--- src/rtl/dmem_arbiter_pkg.sv ---
// dmem_arb_pkg: shared states, port ids and alignment helpers for the data-memory arbiter
package dmem_arb_pkg;
    typedef enum logic [1:0] {IDLE, ACCESS, RESP} state_t;
    localparam logic PORT_CORE = 1'b0;
    localparam logic PORT_DBG = 1'b1;
    localparam int BYTE_OFF_W = 2;
    localparam logic [BYTE_OFF_W-1:0] WORD_OFF0 = 2'd0;
    function automatic logic is_aligned(input logic [BYTE_OFF_W-1:0] off);
        return off == WORD_OFF0;
    endfunction
endpackage

--- src/rtl/dmem_arbiter_if.sv ---
// dmem_arbiter_if: two requester ports plus the data-memory pins of the arbiter
interface dmem_arbiter_if #(
    parameter int ADDR_W = 9,
    parameter int DATA_W = 32
);
    logic              rq0_valid, rq0_ready, rq0_we;
    logic [ADDR_W-1:0] rq0_addr;
    logic [DATA_W-1:0] rq0_wdata;
    logic              rq1_valid, rq1_ready, rq1_we;
    logic [ADDR_W-1:0] rq1_addr;
    logic [DATA_W-1:0] rq1_wdata;
    logic              rsp0_valid, rsp0_err;
    logic [DATA_W-1:0] rsp0_rdata;
    logic              rsp1_valid, rsp1_err;
    logic [DATA_W-1:0] rsp1_rdata;
    logic              mem_read, mem_write;
    logic [ADDR_W-1:0] mem_addr;
    logic [DATA_W-1:0] mem_wdata, mem_rdata;
    modport slave (
        input  rq0_valid, rq0_we, rq0_addr, rq0_wdata,
        input  rq1_valid, rq1_we, rq1_addr, rq1_wdata,
        input  mem_rdata,
        output rq0_ready, rq1_ready,
        output rsp0_valid, rsp0_err, rsp0_rdata,
        output rsp1_valid, rsp1_err, rsp1_rdata,
        output mem_read, mem_write, mem_addr, mem_wdata
    );
    modport master (
        output rq0_valid, rq0_we, rq0_addr, rq0_wdata,
        output rq1_valid, rq1_we, rq1_addr, rq1_wdata,
        output mem_rdata,
        input  rq0_ready, rq1_ready,
        input  rsp0_valid, rsp0_err, rsp0_rdata,
        input  rsp1_valid, rsp1_err, rsp1_rdata,
        input  mem_read, mem_write, mem_addr, mem_wdata
    );
endinterface

--- src/rtl/dmem_rr_pick.sv ---
// dmem_rr_pick: combinational two-way picker returning a one-hot grant
module dmem_rr_pick
    import dmem_arb_pkg::*;
#(
    parameter bit FIXED_PRIO = 1'b0
) (
    input  logic [1:0] valid,
    input  logic       ptr,
    output logic [1:0] gnt
);
    always_comb begin
        gnt[PORT_CORE] = valid[PORT_CORE] && (!valid[PORT_DBG] || FIXED_PRIO || ptr == PORT_CORE);
        gnt[PORT_DBG] = valid[PORT_DBG] && !gnt[PORT_CORE];
    end
endmodule

--- src/rtl/dmem_arbiter.sv ---
// dmem_arbiter: shares a single-port word memory between core and debug requesters
module dmem_arbiter
    import dmem_arb_pkg::*;
#(
    parameter int ADDR_W = 9,
    parameter int DATA_W = 32,
    parameter bit FIXED_PRIO = 1'b0
) (
    input logic            clk,
    input logic            rst,
    dmem_arbiter_if.slave  bus
);
    state_t state_q, state_d;
    logic ptr_q, ptr_d, port_q, port_d, we_q, we_d, err_q, err_d;
    logic [ADDR_W-1:0] addr_q, addr_d, acc_addr;
    logic [DATA_W-1:0] wdata_q, wdata_d, rdata_q, rdata_d, acc_wdata;
    logic [1:0] gnt;
    logic idle, sel, acc_we, rsp_v, rsp0_v, rsp1_v;

    dmem_rr_pick #(.FIXED_PRIO(FIXED_PRIO)) u_pick (
        .valid({bus.rq1_valid, bus.rq0_valid}),
        .ptr(ptr_q),
        .gnt(gnt)
    );

    assign idle = state_q == IDLE;
    assign sel = gnt[PORT_DBG];
    assign acc_we = sel ? bus.rq1_we : bus.rq0_we;
    assign acc_addr = sel ? bus.rq1_addr : bus.rq0_addr;
    assign acc_wdata = sel ? bus.rq1_wdata : bus.rq0_wdata;

    always_comb begin
        state_d = state_q;
        ptr_d = ptr_q;
        port_d = port_q;
        we_d = we_q;
        err_d = err_q;
        addr_d = addr_q;
        wdata_d = wdata_q;
        rdata_d = (state_q == ACCESS && !we_q) ? bus.mem_rdata : '0;
        case (state_q)
            IDLE: if (|gnt) begin
                port_d = sel;
                we_d = acc_we;
                ptr_d = !sel;
                err_d = !is_aligned(acc_addr[BYTE_OFF_W-1:0]);
                state_d = err_d ? RESP : ACCESS;
                // memory-side address/data only move for accesses that will strobe
                addr_d = err_d ? addr_q : acc_addr;
                wdata_d = err_d ? wdata_q : acc_wdata;
            end
            ACCESS: state_d = RESP;
            default: state_d = IDLE;
        endcase
    end

    always_ff @(posedge clk) begin
        if (rst) begin
            state_q <= IDLE;
            ptr_q <= PORT_CORE;
            port_q <= PORT_CORE;
            we_q <= 1'b0;
            err_q <= 1'b0;
            addr_q <= '0;
            wdata_q <= '0;
            rdata_q <= '0;
        end else begin
            state_q <= state_d;
            ptr_q <= ptr_d;
            port_q <= port_d;
            we_q <= we_d;
            err_q <= err_d;
            addr_q <= addr_d;
            wdata_q <= wdata_d;
            rdata_q <= rdata_d;
        end
    end

    assign rsp_v = state_q == RESP;
    assign rsp0_v = rsp_v && port_q == PORT_CORE;
    assign rsp1_v = rsp_v && port_q == PORT_DBG;
    assign bus.rq0_ready = idle && gnt[PORT_CORE];
    assign bus.rq1_ready = idle && gnt[PORT_DBG];
    assign bus.rsp0_valid = rsp0_v;
    assign bus.rsp1_valid = rsp1_v;
    assign bus.rsp0_err = rsp0_v && err_q;
    assign bus.rsp1_err = rsp1_v && err_q;
    assign bus.rsp0_rdata = rsp0_v ? rdata_q : '0;
    assign bus.rsp1_rdata = rsp1_v ? rdata_q : '0;
    assign bus.mem_read = state_q == ACCESS && !we_q;
    assign bus.mem_write = state_q == ACCESS && we_q;
    assign bus.mem_addr = addr_q;
    assign bus.mem_wdata = wdata_q;
endmodule
--- src/flat_wrapper.sv ---
// flat-port wrapper written by rule: the top's interface ports become plain ports
module dmem_arbiter_flat import dmem_arb_pkg::*;
#(
    parameter int ADDR_W = 9,
    parameter int DATA_W = 32,
    parameter bit FIXED_PRIO = 1'b0
)
  (clk, rst, bus_rq0_valid, bus_rq0_we, bus_rq0_addr, bus_rq0_wdata, bus_rq1_valid, bus_rq1_we, bus_rq1_addr, bus_rq1_wdata, bus_mem_rdata, bus_rq0_ready, bus_rq1_ready, bus_rsp0_valid, bus_rsp0_err, bus_rsp0_rdata, bus_rsp1_valid, bus_rsp1_err, bus_rsp1_rdata, bus_mem_read, bus_mem_write, bus_mem_addr, bus_mem_wdata);
  dmem_arbiter_if #(.ADDR_W(ADDR_W), .DATA_W(DATA_W)) bus_i ();
  input logic clk;
  input logic rst;
  input wire logic [$bits(bus_i.rq0_valid)-1:0] bus_rq0_valid;
  input wire logic [$bits(bus_i.rq0_we)-1:0] bus_rq0_we;
  input wire logic [$bits(bus_i.rq0_addr)-1:0] bus_rq0_addr;
  input wire logic [$bits(bus_i.rq0_wdata)-1:0] bus_rq0_wdata;
  input wire logic [$bits(bus_i.rq1_valid)-1:0] bus_rq1_valid;
  input wire logic [$bits(bus_i.rq1_we)-1:0] bus_rq1_we;
  input wire logic [$bits(bus_i.rq1_addr)-1:0] bus_rq1_addr;
  input wire logic [$bits(bus_i.rq1_wdata)-1:0] bus_rq1_wdata;
  input wire logic [$bits(bus_i.mem_rdata)-1:0] bus_mem_rdata;
  output wire logic [$bits(bus_i.rq0_ready)-1:0] bus_rq0_ready;
  output wire logic [$bits(bus_i.rq1_ready)-1:0] bus_rq1_ready;
  output wire logic [$bits(bus_i.rsp0_valid)-1:0] bus_rsp0_valid;
  output wire logic [$bits(bus_i.rsp0_err)-1:0] bus_rsp0_err;
  output wire logic [$bits(bus_i.rsp0_rdata)-1:0] bus_rsp0_rdata;
  output wire logic [$bits(bus_i.rsp1_valid)-1:0] bus_rsp1_valid;
  output wire logic [$bits(bus_i.rsp1_err)-1:0] bus_rsp1_err;
  output wire logic [$bits(bus_i.rsp1_rdata)-1:0] bus_rsp1_rdata;
  output wire logic [$bits(bus_i.mem_read)-1:0] bus_mem_read;
  output wire logic [$bits(bus_i.mem_write)-1:0] bus_mem_write;
  output wire logic [$bits(bus_i.mem_addr)-1:0] bus_mem_addr;
  output wire logic [$bits(bus_i.mem_wdata)-1:0] bus_mem_wdata;
  assign bus_i.rq0_valid = bus_rq0_valid;
  assign bus_i.rq0_we = bus_rq0_we;
  assign bus_i.rq0_addr = bus_rq0_addr;
  assign bus_i.rq0_wdata = bus_rq0_wdata;
  assign bus_i.rq1_valid = bus_rq1_valid;
  assign bus_i.rq1_we = bus_rq1_we;
  assign bus_i.rq1_addr = bus_rq1_addr;
  assign bus_i.rq1_wdata = bus_rq1_wdata;
  assign bus_i.mem_rdata = bus_mem_rdata;
  assign bus_rq0_ready = bus_i.rq0_ready;
  assign bus_rq1_ready = bus_i.rq1_ready;
  assign bus_rsp0_valid = bus_i.rsp0_valid;
  assign bus_rsp0_err = bus_i.rsp0_err;
  assign bus_rsp0_rdata = bus_i.rsp0_rdata;
  assign bus_rsp1_valid = bus_i.rsp1_valid;
  assign bus_rsp1_err = bus_i.rsp1_err;
  assign bus_rsp1_rdata = bus_i.rsp1_rdata;
  assign bus_mem_read = bus_i.mem_read;
  assign bus_mem_write = bus_i.mem_write;
  assign bus_mem_addr = bus_i.mem_addr;
  assign bus_mem_wdata = bus_i.mem_wdata;
  dmem_arbiter #(.ADDR_W(ADDR_W), .DATA_W(DATA_W), .FIXED_PRIO(FIXED_PRIO)) u_core (.clk(clk), .rst(rst), .bus(bus_i));
endmodule
--- config.mk ---
export PLATFORM = sky130hd
export DESIGN_NAME = dmem_arbiter_flat
export DESIGN_NICKNAME = d
export VERILOG_FILES = /design/src/rtl/dmem_arbiter_pkg.sv /design/src/rtl/dmem_arbiter_if.sv /design/src/rtl/dmem_rr_pick.sv /design/src/rtl/dmem_arbiter.sv /design/src/flat_wrapper.sv
export SDC_FILE = /design/constraint.sdc
export NUM_CORES = 1
export LEC_CHECK = 0
export ABC_AREA = 1
export BUFFER_PORTS_ARGS = -buffer_cell sky130_fd_sc_hd__buf_2
export CORE_ASPECT_RATIO = 0.7
export CORE_MARGIN = 1.5
export CORE_UTILIZATION = 39
export CTS_BUF_LIST = sky130_fd_sc_hd__clkbuf_16
export DETAILED_ROUTE_END_ITERATION = 7
export MAX_ROUTING_LAYER = met4
export PLACE_DENSITY = 0.77
export RECOVER_POWER = 100
export SKIP_CTS_REPAIR_TIMING = 1
export SLEW_MARGIN = 25
export SYNTH_ARGS = -nofsm -noshare
export SYNTH_HDL_FRONTEND = slang
export SYNTH_HIERARCHICAL = 1
export SYNTH_SLANG_ARGS = --single-unit
export TNS_END_PERCENT = 30
--- constraint.sdc ---
create_clock -name clk -period 1.3 [get_ports clk]
set_input_delay 0 -clock clk [delete_from_list [all_inputs] [get_ports clk]]
set_output_delay 0 -clock clk [all_outputs]
set_load 0.02 [all_outputs]
==> impl_results.md, run 1 <==
- Status: finished, violations left
- Failing checks: negative setup slack
- Drt wl/cell: 12.81 µm
- IO Port Bufs: 232
- Largest net degree at the start of global routing: 54
- Crit path capture type: primary output
- Total Wirelength: 12350 µm
- GPL Wtd Cong: 0.8078
- CTS Sinks: 79
- Leak pwr: 3.212 nW
- Initial Util: 0.4082
- Synth warnings: 6
- First-pass GRT wire length: 16800 µm
- Synth Register Bits: 79
- DP HPWL: 7734 µm
- Skew-Pair Late Insertion Delay: 0.32 ns
- Std-Cell Rows: 29
- CTS tree: built
- Finish-stage setup viols: 105
- Horiz. Die Dim: 120.4 µm
- Syn Nets: 690
- Slew margin rel.: 0.7418
- Post-route clock skew: 0.004871 ns
- WHS: 0.01423 ns
- Final instance area: 6190 µm²
- Num CTS Buffers: 9
- Clock transition at path regs: 0.05 ns
- Via-to-Cell Ratio: 4.586
- F_max: 0.6312 GHz
- Min Tclk post-route: 1.584 ns
- Fin nets: 957
- Post-synthesis cell count: 570
- Worst-margin pin slew: 0.3873 ns
- Tcrit/Tclk final: 1.219
- Critical Path Fanout Max: 15
- Die H: 85.18 µm
- Clock root buffer master: clkbuf_16
- IO Pins: 233
- Dpl ws: -0.08069 ns
- Total track usage: 0.2086
- Peak supply drop: 0.9735 mV
- Final worst setup slack: -0.2843 ns
- Area growth, synth to finish: 64.52%
- RSZ-0062 raised after global routing: true
- DRC viols: 0
- Syn Std Cell Area: 3762 µm²
- Placed inst area: 5144 µm²
- Worst min path class: in -> reg
- Fraction of layout cells with a size suffix above 1: 0.3369
- Synth cell types: 24
- Syn avg cell area: 6.601 µm²
- Initial antenna violation count: 0
- Fin. Hold Viols: 0
- DIE AREA: 10250 µm²
- Register area share after synthesis: 0.4204
- Residual overflow from global routing: 0
- Routed Antenna Nets: 0
- Clock Tree Buf Depth: 2
- Filler Cell Count: 795
- Critical Path AT: 1.58 ns
- Max_cap viols: 0
- Diode count: 0
- H-tree depth: 3
- Vias in the first global route: 3745
- Drt first pass iters: 4
- Power per Cell Area: 1060 nW/µm²
- Core Util, Final: 0.6716
- CORE AREA: 9216 µm²
- Detailed Route Iter0 Violations: 317
- Critical path launch point type: register
- CP required: 1.30 ns
- WS Path Type: reg -> out
- Max-slew violation count: 0
- Via count: 4421
metrics by stage:
step	cells	setup TNS (ns)	power (mW)
finish	964	-11.85	6.562
global route	964	-21.12	6.877
global placement	912	-0.9435	3.702
detailed placement	912	-2.538	3.714
floorplan	570	-0.03563	3.255
CTS	926	-15.42	6.460
synthesized netlist by cell type:
library cell | count | area [µm²]
a21oi_1 | 2 | 10.01
nor3_2 | 1 | 10.01
clkbuf_4 | 1 | 7.510
buf_4 | 8 | 60.06
dfxtp_1 | 79 | 1582
buf_1 | 2 | 7.510
nand2_2 | 3 | 18.77
nand4_1 | 39 | 244.0
nand2_4 | 2 | 22.52
nand2_1 | 162 | 608.1
inv_2 | 1 | 3.750
buf_6 | 6 | 67.56
a21oi_2 | 1 | 8.760
inv_1 | 80 | 300.3
inv_4 | 1 | 6.260
buf_2 | 19 | 95.09
nand3_1 | 41 | 205.2
nor2_4 | 2 | 22.52
a21boi_2 | 1 | 11.26
clkbuf_1 | 3 | 11.26
nand3_2 | 1 | 10.01
o21ai_0 | 2 | 10.01
nor2_8 | 1 | 20.02
nor2_1 | 112 | 420.4
report_power, final:
| part | switching (mW) | internal [mW] | total, mW |
|---|---|---|---|
| Sequential | 0.0563 | 2.51 | 2.57 |
| Combinational | 0.715 | 0.539 | 1.25 |
| Clock | 0.898 | 1.84 | 2.74 |
path summary, 6_finish.rpt:
kind / start / endpoint / slack [ns] / cells after the start
worst max-delay path: u_core/state_q[1]$_SDFFE_PP0P_ / bus_rsp0_rdata[1] / -0.28 / 6
worst min-delay path: bus_rq0_addr[6] / u_core/bus.mem_addr[6]$_SDFFE_PP0P_ / 0.01 / 5
worst max register to register: u_core/ptr_q$_SDFFE_PP0P_ / u_core/bus.mem_wdata[20]$_SDFFE_PP0P_ / -0.15 / 9
worst min register to register: u_core/bus.mem_addr[0]$_SDFFE_PP0P_ / u_core/bus.mem_addr[0]$_SDFFE_PP0P_ / 0.42 / 2
per-layer routing:
| metal | GRT usage | up-vias | wire length, µm | part of all wire |
|---|---|---|---|---|
| li1 | - | 2269 | - | - |
| met1 | 0.2529 | 1951 | 5196 | 0.42 |
| met2 | 0.3461 | 183 | 6125 | 0.50 |
| met3 | 0.05309 | 18 | 806 | 0.065 |
| met4 | 0.05775 | 0 | 219 | 0.018 |
| met5 | - | - | 0 | 0 |
cell families after synthesis:
family	count (synthesis)	synth area share
AND/OR/NAND/NOR	364	0.4204
AO/OA/AOI/OAI	6	0.01064
flip-flops	79	0.4204
buffers and inverters	121	0.1487
sequential cells by signal, summed over array words and instances (netlist names):
name,cells
u_core/port_q,1
u_core/ptr_q,1
u_core/bus.mem_wdata,32
u_core/state_q,2
u_core/we_q,1
u_core/err_q,1
u_core/rdata_q,32
u_core/bus.mem_addr,9
critical path, stage by stage, from the launching register on:
cell and delay (ns):
dfxtp_2 0.36, inv_1 0.10, nor3_4 0.17, inv_4 0.13
buf_4 0.17, nor2_1 0.12, buf_2 0.20
layout by cell type, fill, tap and decap left out:
| cell type | n |
|---|---|
| nor2_1 | 90 |
| buf_2 | 153 |
| nand4_1 | 39 |
| o21ai_0 | 2 |
| dfxtp_4 | 1 |
| dfxtp_1 | 75 |
| inv_1 | 77 |
| nand3_2 | 5 |
| a21oi_1 | 2 |
| nand3_4 | 1 |
| clkbuf_1 | 41 |
| clkinv_2 | 1 |
| clkbuf_2 | 2 |
| nor2_4 | 14 |
| nand2_4 | 4 |
| nor2_2 | 10 |
| dfxtp_2 | 3 |
| buf_6 | 22 |
| a21oi_4 | 1 |
| buf_4 | 32 |
| inv_4 | 3 |
| dlygate4sd3_1 | 33 |
| nor2_8 | 1 |
| clkinv_1 | 1 |
| bufinv_16 | 3 |
| nand2_2 | 2 |
| nand2_1 | 161 |
| nor3_4 | 1 |
| buf_12 | 9 |
| a21boi_4 | 1 |
| nand3_1 | 36 |
| clkbuf_16 | 12 |
| inv_2 | 2 |
layout make-up:
cell class	instances	area (µm²)	share of cell area
clock buffer	9	225.2	0.03639
clock inverter	5	98.84	0.01597
inverter	82	315.3	0.05094
multi-input combinational	370	1803	0.2913
sequential	79	1589	0.2567
tap	124	155.1	0.02507
timing repair buffer	295	2003	0.3236
Power figures use the tool's default switching activity.
==> run 2: changes to the inputs <==
CORE_UTILIZATION = 40   (was 39)
PLACE_DENSITY = 0.81   (was 0.77)
clock period = 1.5 ns   (was 1.3 ns; I/O delays follow)
==> run 2 against run 1 <==
Effect of this change: the flow still finishes with violations (negative setup slack); clock power is 13% lower; critical path type is now reg -> reg; clock skew is 0.0036 ns higher; via count about the same.
==> impl_results.md, run 2 (synthesis gave the netlist of run 1 again) <==
- IO Port Bufs: 232 (unchanged)
- Via count: 4424 (was 4421)
- Min Tclk post-route: 1.517 ns
- Crit path capture type: register (was primary output)
- Residual overflow from global routing: 0 (unchanged)
- DIE AREA: 10010 µm² (was 10250 µm²)
- Critical Path Fanout Max: 8 (was 15)
- CORE AREA: 9107 µm² (was 9216 µm²)
- Critical Path AT: 1.73 ns (was 1.58 ns)
- Worst reg2reg path startpoint: u_core/ptr_q$_SDFFE_PP0P_ (unchanged)
- NetSw: 1.465 mW (was 1.669 mW)
- Hold path endpoint: u_core/bus.mem_wdata[20]$_SDFFE_PP0P_ (was u_core/bus.mem_addr[6]$_SDFFE_PP0P_)
- Multi-input gate area: 1722 µm² (was 1803 µm²)
- Vias in the first global route: 3819 (was 3745)
- Reg2reg end: u_core/bus.mem_wdata[24]$_SDFFE_PP0P_ (was u_core/bus.mem_wdata[20]$_SDFFE_PP0P_)
- H-tree depth: 3 (unchanged)
- GPL Wtd Cong: 0.8262 (was 0.8078)
- WS Path Type: reg -> reg (was reg -> out)
- Most frequent cells in the layout: 206 x buf_2, 160 x nand2_1, 111 x nor2_1 (was 161 x nand2_1, 153 x buf_2, 90 x nor2_1)
- Drt first pass iters: 5 (was 4)
- Power per Cell Area: 965.3 nW/µm² (was 1060 nW/µm²)
- Area growth, synth to finish: 56.73% (was 64.52%)
- Critical path launch point type: register (unchanged)
- Detailed Route Iter0 Violations: 299 (was 317)
- Filler Cell Count: 829 (was 795)
- Part of the power in combinational logic: 0.188 (was 0.191)
- Finish-stage setup viols: 8 (was 105)
- Initial Util: 0.4131 (was 0.4082)
- Slew margin rel.: 0.6613 (was 0.7418)
- Horiz. Die Dim: 118.9 µm (was 120.4 µm)
- Drt wl/cell: 12.58 µm (was 12.81 µm)
- Fraction of layout cells with a size suffix above 1: 0.3429 (was 0.3369)
- Clock Tree Buf Depth: 2 (unchanged)
- F_max: 0.6594 GHz
- Reg2Reg Setup Slack: -0.02 ns (was -0.15 ns)
- DP HPWL: 7721 µm (was 7734 µm)
- CP cell instances: inv_2, a21oi_4, buf_6, nor2_4, nor2_8, nand2_8, clkbuf_16, nand3_1, nand2_1 (was inv_1, nor3_4, inv_4, buf_4, nor2_1, buf_2)
- Die H: 84.15 µm (was 85.18 µm)
- Num CTS Buffers: 9 (unchanged)
- Initial antenna violation count: 0 (unchanged)
- P_int: 4.227 mW (was 4.893 mW)
- Final worst setup slack: -0.01654 ns (was -0.2843 ns)
- First-pass GRT wire length: 17220 µm (was 16800 µm)
- Total power: 5.692 mW (was 6.562 mW)
- Fin nets: 953 (was 957)
- DRC viols: 0 (unchanged)
- Placed inst area: 4960 µm² (was 5144 µm²)
- Clock transition at path regs: 0.06 ns (was 0.05 ns)
- Critical-path top delay cell: dfxtp_2 (unchanged)
- Sw Ratio: 0.2574 (was 0.2543)
- Status: finished, violations left (unchanged)
- Peak supply drop: 0.6459 mV (was 0.9735 mV)
- Post-route clock skew: 0.008485 ns (was 0.004871 ns)
- Diode count: 0 (unchanged)
- Finished Layout Cells: 961 (was 964)
- Failing checks: negative setup slack (unchanged)
- Std-Cell Rows: 29 (unchanged)
- Tcrit/Tclk final: 1.011
- Largest net degree at the start of global routing: 48 (was 54)
- Clock root buffer master: clkbuf_16 (unchanged)
- CTS Sinks: 79 (unchanged)
- Leak pwr: 3.242 nW (was 3.212 nW)
- CTS tree: built (unchanged)
- Placed cells: 900 (was 912)
- IO Pins: 233 (unchanged)
- RSZ-0062 raised after global routing: true (unchanged)
- Worst min path class: in -> reg (unchanged)
- Routed Antenna Nets: 0 (unchanged)
- CP required: 1.72 ns (was 1.30 ns)
- Skew-Pair Late Insertion Delay: 0.32 ns (about the same)
- Via-to-Cell Ratio: 4.604 (was 4.586)
- FF-to-FF path depth: 9 (unchanged)
- Seq pwr share: 0.391 (about the same)
- Final instance area: 5897 µm² (was 6190 µm²)
- Max_cap viols: 0 (unchanged)
- Cells on Worst Hold Path: 5 (unchanged)
- Max-slew violation count: 0 (unchanged)
- Min-delay src: bus_rq0_wdata[20] (was bus_rq0_addr[6])
- Area occupied by registers: 1584 µm² (was 1589 µm²)
- Clock share of power: 0.421 (was 0.418)
- Total Wirelength: 12090 µm (was 12350 µm)
- Commonest non-fill, non-tap cell in the layout: buf_2 (was nand2_1)
- Fin. Hold Viols: 0 (unchanged)
- CP max stage delay: 0.35 ns (was 0.36 ns)
- Total track usage: 0.2153 (was 0.2086)
- Worst-margin pin slew: 0.5080 ns (was 0.3873 ns)
## run 2: cell types whose count changed in the layout (fill, tap and decap cells not counted), moves of 6 or more
cell and change:
buf_4 -16, nand3_2 +9, nand3_1 -8, clkbuf_1 -21, nor2_4 -11, buf_2 +53, nor2_1 +21, buf_6 -14
nor2_2 -10, buf_12 -6
## run 2: metal layers
metal  vias to the layer above  wire length (µm)  global-route usage
li1                       2258                 -                   -
met1                      1956              4953              0.2465
met2                       190              6066              0.3710
met3                        20               873             0.05435
met4                         0               199             0.07119
met5                         -                 0                   -
## run 2: layout make-up
cell class | instances | area share
multi-input combinational | 370 | 0.2920
sequential | 79 | 0.2686
timing repair buffer | 289 | 0.3004
clock buffer | 9 | 0.03819
inverter | 82 | 0.05495
clock inverter | 6 | 0.01740
timing repair inverter | 2 | 0.002122
tap | 124 | 0.02631
## run 2: how the worst max path moves through the flow
stage                                   start                                     to  slack [ns]  depth (start not counted)
5_1_grt             u_core/ptr_q$_SDFFE_PP0P_  u_core/bus.mem_wdata[22]$_SDFFE_PP0P_       -0.09                          9
3_5_place_dp        u_core/ptr_q$_SDFFE_PP0P_  u_core/bus.mem_wdata[22]$_SDFFE_PP0P_       -0.03                          7
4_1_cts             u_core/ptr_q$_SDFFE_PP0P_                          bus_rq1_ready       -0.21                          6
6_report            u_core/ptr_q$_SDFFE_PP0P_  u_core/bus.mem_wdata[24]$_SDFFE_PP0P_       -0.02                          9
2_1_floorplan  u_core/state_q[1]$_SDFFE_PP0P_                     bus_rsp0_rdata[10]        0.19                          5
3_3_place_gp        u_core/ptr_q$_SDFFE_PP0P_  u_core/bus.mem_wdata[26]$_SDFFE_PP0P_        0.03                          7
## run 2: through the flow
| step | setup slack [ns] | setup TNS [ns] | utilization | hold WS, ns |
|---|---|---|---|---|
| after global routing | -0.09192 | -3.445 | 0.6475 | 0.03225 |
| after CTS | -0.2075 | -1.343 | 0.5806 | -0.1298 |
| after floorplan | 0.1853 | 0 | - | 0.07238 |
| after global placement | 0.03293 | 0 | 0.5446 | 0.2086 |
| after detailed placement | -0.02946 | -0.08769 | 0.5446 | 0.2139 |
| final | -0.01654 | -0.07729 | 0.6475 | 0.01455 |
## run 2: power groups by stage
stage | Sequential, mW | Clock, mW | Combinational (mW)
2_1_floorplan | 2.32 | 0 | 0.497
3_3_place_gp | 2.26 | 0 | 0.856
3_5_place_dp | 2.26 | 0 | 0.864
4_1_cts | 2.22 | 2.46 | 0.867
5_1_grt | 2.23 | 2.55 | 1.18
6_report | 2.23 | 2.39 | 1.07
## run 2: worst max-delay path, delay by kind of cell, from the launching register on
family / cells / cell delay (ns)
buffers and inverters: 3 / 0.38
flip-flops: 1 / 0.35
AND/OR/NAND/NOR: 5 / 0.41
AO/OA/AOI/OAI: 1 / 0.25
